[src/rtl/cam_capture_pkg.sv]
// Shared types and constants for the DVP pixel capture front-end.
package cam_capture_pkg;

  typedef enum logic [1:0] {
    StSync,
    StVblank,
    StFrame
  } cap_state_e;

  localparam int unsigned BPP_Y8 = 1;
  localparam int unsigned BPP_16 = 2;

  function automatic bit params_legal(input int unsigned data_w, input int unsigned out_w,
                                      input int unsigned bpp, input int unsigned frame_div,
                                      input int unsigned cnt_w);
    return (bpp == BPP_Y8 || bpp == BPP_16) && (out_w >= data_w * bpp) &&
           (frame_div >= 1) && (cnt_w >= 1) && (data_w >= 1);
  endfunction

endpackage

[src/rtl/cam_pixel_capture_if.sv]
// Frame-buffer side of the capture block: sync, pixel strobe/data and status.
interface cam_pixel_capture_if #(
  parameter int unsigned OUT_W = 16
) ();

  logic             vs_n;
  logic             de;
  logic [OUT_W-1:0] data;
  logic             sof;
  logic             eol;
  logic             line_err;
  logic [7:0]       frame_cnt;

  modport master (output vs_n, de, data, sof, eol, line_err, frame_cnt);
  modport slave  (input  vs_n, de, data, sof, eol, line_err, frame_cnt);

endinterface

[src/rtl/cam_byte_packer.sv]
// Assembles sensor bytes into pixels; flags a line that ends on a half pixel.
module cam_byte_packer
  import cam_capture_pkg::*;
#(
  parameter int unsigned DATA_W        = 8,
  parameter int unsigned OUT_W         = 16,
  parameter int unsigned BYTES_PER_PIX = 1
) (
  input  logic              PIXCLK,
  input  logic              irst_n,
  input  logic              href,
  input  logic [DATA_W-1:0] data,
  output logic              pix_valid,
  output logic [OUT_W-1:0]  pix_data,
  output logic              odd_end
);

  logic              phase_q;
  logic [DATA_W-1:0] byte0_q;

  always_ff @(posedge PIXCLK or negedge irst_n) begin
    if (!irst_n) begin
      phase_q <= 1'b0;
      byte0_q <= '0;
    end else begin
      phase_q <= href ? ~phase_q : 1'b0;
      if (href && !phase_q) byte0_q <= data;
    end
  end

  always_comb begin
    pix_valid = 1'b0;
    pix_data  = '0;
    odd_end   = 1'b0;
    if (BYTES_PER_PIX == BPP_16) begin
      pix_valid = href & phase_q;
      pix_data  = OUT_W'({byte0_q, data});
      // phase still set in the first idle cycle means the line stopped mid-pixel
      odd_end   = ~href & phase_q;
    end else begin
      pix_valid = href;
      pix_data  = OUT_W'(data);
    end
  end

endmodule

[src/rtl/cam_pixel_capture.sv]
// DVP capture: frame sync FSM, crop window, frame decimation and output register.
module cam_pixel_capture
  import cam_capture_pkg::*;
#(
  parameter int unsigned DATA_W         = 8,
  parameter int unsigned OUT_W          = 16,
  parameter int unsigned BYTES_PER_PIX  = 1,
  parameter bit          VS_ACTIVE_HIGH = 1'b1,
  parameter int unsigned CROP_X0        = 0,
  parameter int unsigned CROP_Y0        = 0,
  parameter int unsigned CROP_W         = 640,
  parameter int unsigned CROP_H         = 480,
  parameter int unsigned FRAME_DIV      = 1,
  parameter int unsigned CNT_W          = 12
) (
  input  logic                PIXCLK,
  input  logic                irst_n,
  input  logic                VSYNC,
  input  logic                HREF,
  input  logic [DATA_W-1:0]   PIXDATA,
  input  logic                i_enable,
  cam_pixel_capture_if.master fb
);

  if (!params_legal(DATA_W, OUT_W, BYTES_PER_PIX, FRAME_DIV, CNT_W)) begin : g_param_check
    $error("cam_pixel_capture: illegal parameter combination");
  end

  localparam int unsigned DIV_W = (FRAME_DIV > 1) ? $clog2(FRAME_DIV) : 1;
  localparam logic [DIV_W-1:0] DIV_LAST = DIV_W'(FRAME_DIV - 1);
  localparam logic [CNT_W-1:0] CNT_MAX  = '1;
  localparam logic [CNT_W:0]   X_LO     = (CNT_W + 1)'(CROP_X0);
  localparam logic [CNT_W:0]   X_HI     = (CNT_W + 1)'(CROP_X0 + CROP_W);
  localparam logic [CNT_W:0]   X_LAST   = (CNT_W + 1)'(CROP_X0 + CROP_W - 1);
  localparam logic [CNT_W:0]   Y_LO     = (CNT_W + 1)'(CROP_Y0);
  localparam logic [CNT_W:0]   Y_HI     = (CNT_W + 1)'(CROP_Y0 + CROP_H);

  logic              s1_vs_q, s1_href_q;
  logic [DATA_W-1:0] s1_data_q;
  logic              vs_prev_q, href_prev_q;
  cap_state_e        state_q;
  logic              keep_q;
  logic [DIV_W-1:0]  div_q;
  logic [CNT_W-1:0]  x_q, y_q;
  logic              line_err_q, vs_n_q, de_q, sof_q, eol_q;
  logic [OUT_W-1:0]  data_q;
  logic [7:0]        frame_cnt_q;

  logic             pix_valid, odd_end;
  logic [OUT_W-1:0] pix_data;

  cam_byte_packer #(
    .DATA_W       (DATA_W),
    .OUT_W        (OUT_W),
    .BYTES_PER_PIX(BYTES_PER_PIX)
  ) u_packer (
    .PIXCLK   (PIXCLK),
    .irst_n   (irst_n),
    .href     (s1_href_q),
    .data     (s1_data_q),
    .pix_valid(pix_valid),
    .pix_data (pix_data),
    .odd_end  (odd_end)
  );

  logic           vs_act, vs_rise, vs_fall, href_fall, keep_new, in_frame;
  logic           x_in, y_in, emit, line_bad, abort;
  logic [CNT_W:0] x_ext, y_ext;

  always_comb begin
    vs_act    = VS_ACTIVE_HIGH ? s1_vs_q : ~s1_vs_q;
    vs_rise   = vs_act & ~vs_prev_q;
    vs_fall   = ~vs_act & vs_prev_q;
    href_fall = ~s1_href_q & href_prev_q;
    keep_new  = i_enable & (div_q == '0);
    in_frame  = (state_q == StFrame);
    x_ext     = {1'b0, x_q};
    y_ext     = {1'b0, y_q};
    x_in      = (x_ext >= X_LO) && (x_ext < X_HI);
    y_in      = (y_ext >= Y_LO) && (y_ext < Y_HI);
    // A byte arriving together with the vsync edge belongs to an aborted line.
    emit      = in_frame & keep_q & ~vs_rise & pix_valid & x_in & y_in;
    line_bad  = in_frame & keep_q & href_fall & (odd_end | (y_in & (x_ext < X_HI)));
    abort     = in_frame & keep_q & vs_rise & s1_href_q;
  end

  always_ff @(posedge PIXCLK or negedge irst_n) begin
    if (!irst_n) begin
      s1_vs_q     <= ~VS_ACTIVE_HIGH;
      s1_href_q   <= 1'b0;
      s1_data_q   <= '0;
      vs_prev_q   <= 1'b0;
      href_prev_q <= 1'b0;
      state_q     <= StSync;
      keep_q      <= 1'b0;
      div_q       <= '0;
      x_q         <= '0;
      y_q         <= '0;
      line_err_q  <= 1'b0;
      vs_n_q      <= 1'b1;
      de_q        <= 1'b0;
      data_q      <= '0;
      sof_q       <= 1'b0;
      eol_q       <= 1'b0;
      frame_cnt_q <= '0;
    end else begin
      s1_vs_q     <= VSYNC;
      s1_href_q   <= HREF;
      s1_data_q   <= PIXDATA;
      vs_prev_q   <= vs_act;
      href_prev_q <= s1_href_q;

      case (state_q)
        StSync:   if (vs_rise) state_q <= StVblank;
        StVblank: if (vs_fall) state_q <= StFrame;
        StFrame:  if (vs_rise) state_q <= StVblank;
        default:  state_q <= StSync;
      endcase

      if (vs_rise) begin
        keep_q <= keep_new;
        div_q  <= (div_q == DIV_LAST) ? '0 : div_q + 1'b1;
      end

      if (href_fall) x_q <= '0;
      else if (pix_valid && x_q != CNT_MAX) x_q <= x_q + 1'b1;

      if (vs_fall) y_q <= '0;
      else if (href_fall && y_q != CNT_MAX) y_q <= y_q + 1'b1;

      // An abort is reported against the frame that starts at the same edge.
      if (vs_rise) line_err_q <= abort;
      else if (line_bad) line_err_q <= 1'b1;

      vs_n_q <= ~(vs_act & (vs_rise ? keep_new : keep_q));
      de_q   <= emit;
      if (emit) data_q <= pix_data;
      sof_q  <= emit & (x_ext == X_LO) & (y_ext == Y_LO);
      eol_q  <= emit & (x_ext == X_LAST);
      frame_cnt_q <= frame_cnt_q + {7'd0, sof_q};
    end
  end

  assign fb.vs_n      = vs_n_q;
  assign fb.de        = de_q;
  assign fb.data      = data_q;
  assign fb.sof       = sof_q;
  assign fb.eol       = eol_q;
  assign fb.line_err  = line_err_q;
  assign fb.frame_cnt = frame_cnt_q;

endmodule

[src/flat_wrapper.sv]
// flat-port wrapper written by rule: the top's interface ports become plain ports
module cam_pixel_capture_flat import cam_capture_pkg::*;
#(
  parameter int unsigned DATA_W         = 8,
  parameter int unsigned OUT_W          = 16,
  parameter int unsigned BYTES_PER_PIX  = 1,
  parameter bit          VS_ACTIVE_HIGH = 1'b1,
  parameter int unsigned CROP_X0        = 0,
  parameter int unsigned CROP_Y0        = 0,
  parameter int unsigned CROP_W         = 640,
  parameter int unsigned CROP_H         = 480,
  parameter int unsigned FRAME_DIV      = 1,
  parameter int unsigned CNT_W          = 12
)
  (PIXCLK, irst_n, VSYNC, HREF, PIXDATA, i_enable, fb_vs_n, fb_de, fb_data, fb_sof, fb_eol, fb_line_err, fb_frame_cnt);
  cam_pixel_capture_if #(.OUT_W(OUT_W)) fb_i ();
  input  logic PIXCLK;
  input  logic irst_n;
  input  logic VSYNC;
  input  logic HREF;
  input  logic [DATA_W-1:0] PIXDATA;
  input  logic i_enable;
  output wire logic [$bits(fb_i.vs_n)-1:0] fb_vs_n;
  output wire logic [$bits(fb_i.de)-1:0] fb_de;
  output wire logic [$bits(fb_i.data)-1:0] fb_data;
  output wire logic [$bits(fb_i.sof)-1:0] fb_sof;
  output wire logic [$bits(fb_i.eol)-1:0] fb_eol;
  output wire logic [$bits(fb_i.line_err)-1:0] fb_line_err;
  output wire logic [$bits(fb_i.frame_cnt)-1:0] fb_frame_cnt;
  assign fb_vs_n = fb_i.vs_n;
  assign fb_de = fb_i.de;
  assign fb_data = fb_i.data;
  assign fb_sof = fb_i.sof;
  assign fb_eol = fb_i.eol;
  assign fb_line_err = fb_i.line_err;
  assign fb_frame_cnt = fb_i.frame_cnt;
  cam_pixel_capture #(.DATA_W(DATA_W), .OUT_W(OUT_W), .BYTES_PER_PIX(BYTES_PER_PIX), .VS_ACTIVE_HIGH(VS_ACTIVE_HIGH), .CROP_X0(CROP_X0), .CROP_Y0(CROP_Y0), .CROP_W(CROP_W), .CROP_H(CROP_H), .FRAME_DIV(FRAME_DIV), .CNT_W(CNT_W)) u_core (.PIXCLK(PIXCLK), .irst_n(irst_n), .VSYNC(VSYNC), .HREF(HREF), .PIXDATA(PIXDATA), .i_enable(i_enable), .fb(fb_i));
endmodule
[config.mk]
export PLATFORM = sky130hd
export DESIGN_NAME = cam_pixel_capture_flat
export DESIGN_NICKNAME = d
export VERILOG_FILES = /design/src/rtl/cam_capture_pkg.sv /design/src/rtl/cam_pixel_capture_if.sv /design/src/rtl/cam_byte_packer.sv /design/src/rtl/cam_pixel_capture.sv /design/src/flat_wrapper.sv
export SDC_FILE = /design/constraint.sdc
export NUM_CORES = 1
export LEC_CHECK = 0
export CORE_UTILIZATION = 55
export CTS_CLUSTER_SIZE = 24
export DETAILED_ROUTE_END_ITERATION = 8
export GPL_ROUTABILITY_DRIVEN = 1
export GPL_TIMING_DRIVEN = 1
export MAX_ROUTING_LAYER = met4
export PLACE_DENSITY = 0.88
export SYNTH_ARGS = -nofsm -noshare
export SYNTH_HDL_FRONTEND = slang
export SYNTH_HIERARCHICAL = 1
export SYNTH_SLANG_ARGS = --single-unit
[constraint.sdc]
create_clock -name PIXCLK -period 1.9 [get_ports PIXCLK]
set_input_delay 0.57 -clock PIXCLK [delete_from_list [all_inputs] [get_ports PIXCLK]]
set_output_delay 0.57 -clock PIXCLK [all_outputs]
set_load 0.02 [all_outputs]
==> results.py <==
metrics = {
    "run_status": {
        "outcome": "complete, no violations",
    },
    "setup_path": {
        "max_stage_delay_ns": 0.43,
        "crit_family": "simple AND/OR/NAND/NOR gates",
        "crit_arrival_ns": 1.97,
        "critPathMaxFanout": 9,
        "worst_ep_required_time_ns": 2.12,
        "critPathLaunchType": "flop",
        "crit_path_end_kind": "flop",
        "path_buf_inv": 1,
        "worstSetupPathType": "flop to flop",
        "slowest_stage": "dfrtp_1",
        "path_cells": "nor2_1 -> nor4b_2 -> and4_4 -> buf_12 -> mux2_2",
    },
    "drt": {
        "drt_pass1_iterations": 4,
        "post_drt_wl_per_cell_um": 15.8,
        "totalWireLength_um": 6430,
        "drtIter0Drc": 194,
        "drc": 0,
        "final_antenna_net_count": 0,
        "vias_per_cell": 5.73,
        "vias": 2331,
    },
    "clocking": {
        "cts_buffers": 9,
        "clkTransAtPathRegs_ns": 0.08,
        "root_buffer": "clkbuf_8",
        "cts.sink_count": 68,
        "postCtsHoldBufs": 0,
        "cts_tree": "yes",
        "htree_levels": 3,
        "cts_buffer_depth": 2,
        "clock_latency_ns": 0.33,
    },
    "logic_synthesis": {
        "avgSynthCellArea_sq_um": 11.4,
        "synth_edf_count": 0,
        "seq_area_frac_synth_pct": 52.0,
        "netlist_top_cells_count": "dfrtp_1 (67), nand2_1 (20), nor2_1 (20), buf_4 (18), o21ai_0 (12)",
        "synthAdderAreaFrac_pct": 2.29,
        "yosys.area_share.xor_xnor_pct": 2.94,
        "synth_seq_cells": 68,
        "synth-compound-area-share_pct": 10.6,
        "yosys.area.top_type": "dfrtp_1",
        "synth_async_sr_flop_share_pct": 100,
        "synth.most_common_cell": "dfrtp_1",
        "synthSimpleGateAreaFrac_pct": 17.2,
        "synth_cell_types": 53,
        "synth_mux_area_share_pct": 7.26,
        "syn_inst": 288,
        "syn_area_sq_um": 3280,
        "ys_warn_count": 6,
        "synth_ff_type": "dfrtp_1",
        "synth_top_area_share_pct": 51.2,
        "synth.area.top_cells": "dfrtp_1 (51%), buf_4 (4.1%), mux2_2 (3.4%)",
        "synth_top_family_by_area": "simple AND/OR/NAND/NOR gates",
    },
    "final_layout": {
        "area_growth_pct": 19.8,
        "fin_util_pct": 70.0,
        "final_net_count": 349,
        "drive_above_1_share_pct": 17.6,
        "diodes": 0,
    },
    "sta": {
        "rsz0062_at_grt": "false",
        "fin_crit_sh_pct": 92.1,
        "final_hold_viol_count": 0,
        "post-route-min-period_ns": 1.75,
        "skew_ns": 0.0104,
        "setup_viol": 0,
        "max_freq_ghz": 0.571,
        "worst_slack_ns": 0.150,
        "slew_viol_final": 0,
        "tns_ns": 0,
    },
    "global_routing": {
        "grt_pass1_wl_um": 10500,
        "gr-total-overflow": 0,
        "grtUsageTotal_pct": 23.1,
        "grt_max_degree": 69,
        "antenna_found_initial": 0,
        "grt_pass1_vias": 2260,
    },
    "die": {
        "ioPinCount": 42,
        "chipHeight_um": 79.2,
        "coreArea_sq_um": 5610,
        "die_area_sq_um": 6270,
        "initial_core_util_pct": 58.4,
        "num_rows": 27,
        "fp.dieW_um": 79.2,
    },
    "pwr": {
        "peakVddDrop_uv": 705,
        "p_leak_nw": 2.00,
        "powerDensity_nw_per_um2": 1050,
    },
    "place": {
        "place_congestion": 0.924,
        "io_buffer_count": 41,
        "dp_hpwl_um": 4480,
        "place_ws_ns": 0.0830,
    },
    "job": {
        "drv_cap": 0,
    },
    "min_path": {
        "hold_path_class": "primary input to asynchronous set/reset pin",
    },
}
final cells by class:
cell class	instances	area [sq um]
flip-flops and latches	68	1700
fillers	414	1680
multi-input cells	192	1350
repair buffers	52	534
clock buffers	10	128
well taps	72	90.1
clock inverters	6	88.8
inverters	7	26.3
sequential cells by signal, indices dropped and copies added, names as in the netlist:
register	flops
u_core/s1_href_q	1
u_core/fb.de	1
u_core/state_q	2
u_core/fb.vs_n	1
u_core/x_q	12
u_core/s1_vs_q	1
u_core/fb.eol	1
u_core/fb.frame_cnt	8
u_core/fb.data	16
u_core/y_q	12
u_core/fb.sof	1
u_core/keep_q	1
u_core/vs_prev_q	1
u_core/fb.line_err	1
u_core/href_prev_q	1
u_core/s1_data_q	8
path summary, 6_finish.rpt:
kind                                                       start                          endpoint  slack, ns  depth (start not counted)
worst max register to register        u_core/x_q[11]$_DFFE_PN0P_     u_core/fb.data[3]$_DFFE_PN0P_       0.15                          5
worst max-delay path                  u_core/x_q[11]$_DFFE_PN0P_     u_core/fb.data[3]$_DFFE_PN0P_       0.15                          5
min in group PIXCLK             u_core/fb.frame_cnt[7]$_DFF_PN0_  u_core/fb.frame_cnt[7]$_DFF_PN0_       0.47                          1
max in group asynchronous                                 irst_n          u_core/fb.vs_n$_DFF_PN1_       1.33                          2
worst min register to register  u_core/fb.frame_cnt[7]$_DFF_PN0_  u_core/fb.frame_cnt[7]$_DFF_PN0_       0.47                          1
worst min-delay path                                      irst_n     u_core/fb.data[3]$_DFFE_PN0P_       0.24                          2
what timing repair did:
action	4_1_cts	5_1_grt
buffers inserted	0	2
pin swaps	0	2
resized for setup	17	12
endpoints found under the setup margin	17	22
where the power goes:
group          switching [mW]  total [mW]  internal [mW]
Clock                   0.534        1.27          0.739
Sequential              0.152        1.84           1.69
Combinational           0.511        1.02          0.506
metrics by stage:
step | hold slack [ns] | total power [mW] | instances | area, sq um
finish | 0.240 | 4.13 | 407 | 3920
global route | 0.247 | 4.35 | 407 | 3920
CTS | 0.237 | 4.19 | 405 | 3850
detailed placement | 0.465 | 2.96 | 389 | 3660
global placement | 0.460 | 2.90 | 389 | 3660
floorplan | 0.274 | 2.47 | 296 | 3310
cell families (layout without fill, tap and decap cells):
family / Yosys count / after routing
xor+xnor: 11 / 11
mux: 19 / 19
simple gates: 99 / 99
fa+ha+maj: 6 / 6
other cells: 1 / 9
flops: 68 / 68
buf+inv: 36 / 75
compound gates: 48 / 48
metal layers:
layer  track usage (%)  up-vias  wire [um]
met1              26.9     1143       2610
li1                  -     1094          -
met4              9.45        0        126
met2              37.6       81       3280
met5                 -        -          0
met3              6.78       13        420
cell usage in the layout (no fill, tap or decap), drive strengths merged, types with 3 or more instances in the layout:
master | Yosys | layout
a211oi | 4 | 4
a21oi | 9 | 9
a31oi | 10 | 10
a41o | 6 | 6
and3 | 9 | 9
and4 | 4 | 4
buf | 25 | 12
clkbuf | 4 | 10
clkdlybuf4s50 | 0 | 11
conb | 1 | 9
dfrtp | 67 | 67
dlygate4sd2 | 0 | 17
dlymetal6s2s | 0 | 12
ha | 6 | 6
inv | 7 | 7
mux2 | 17 | 17
nand2 | 21 | 21
nand2b | 4 | 4
nand3 | 11 | 11
nand4 | 5 | 5
nor2 | 20 | 20
nor3 | 5 | 5
nor4 | 3 | 3
nor4b | 3 | 3
o21ai | 12 | 12
or3 | 5 | 5
xnor2 | 9 | 9
(Power assumes the default switching activity.)
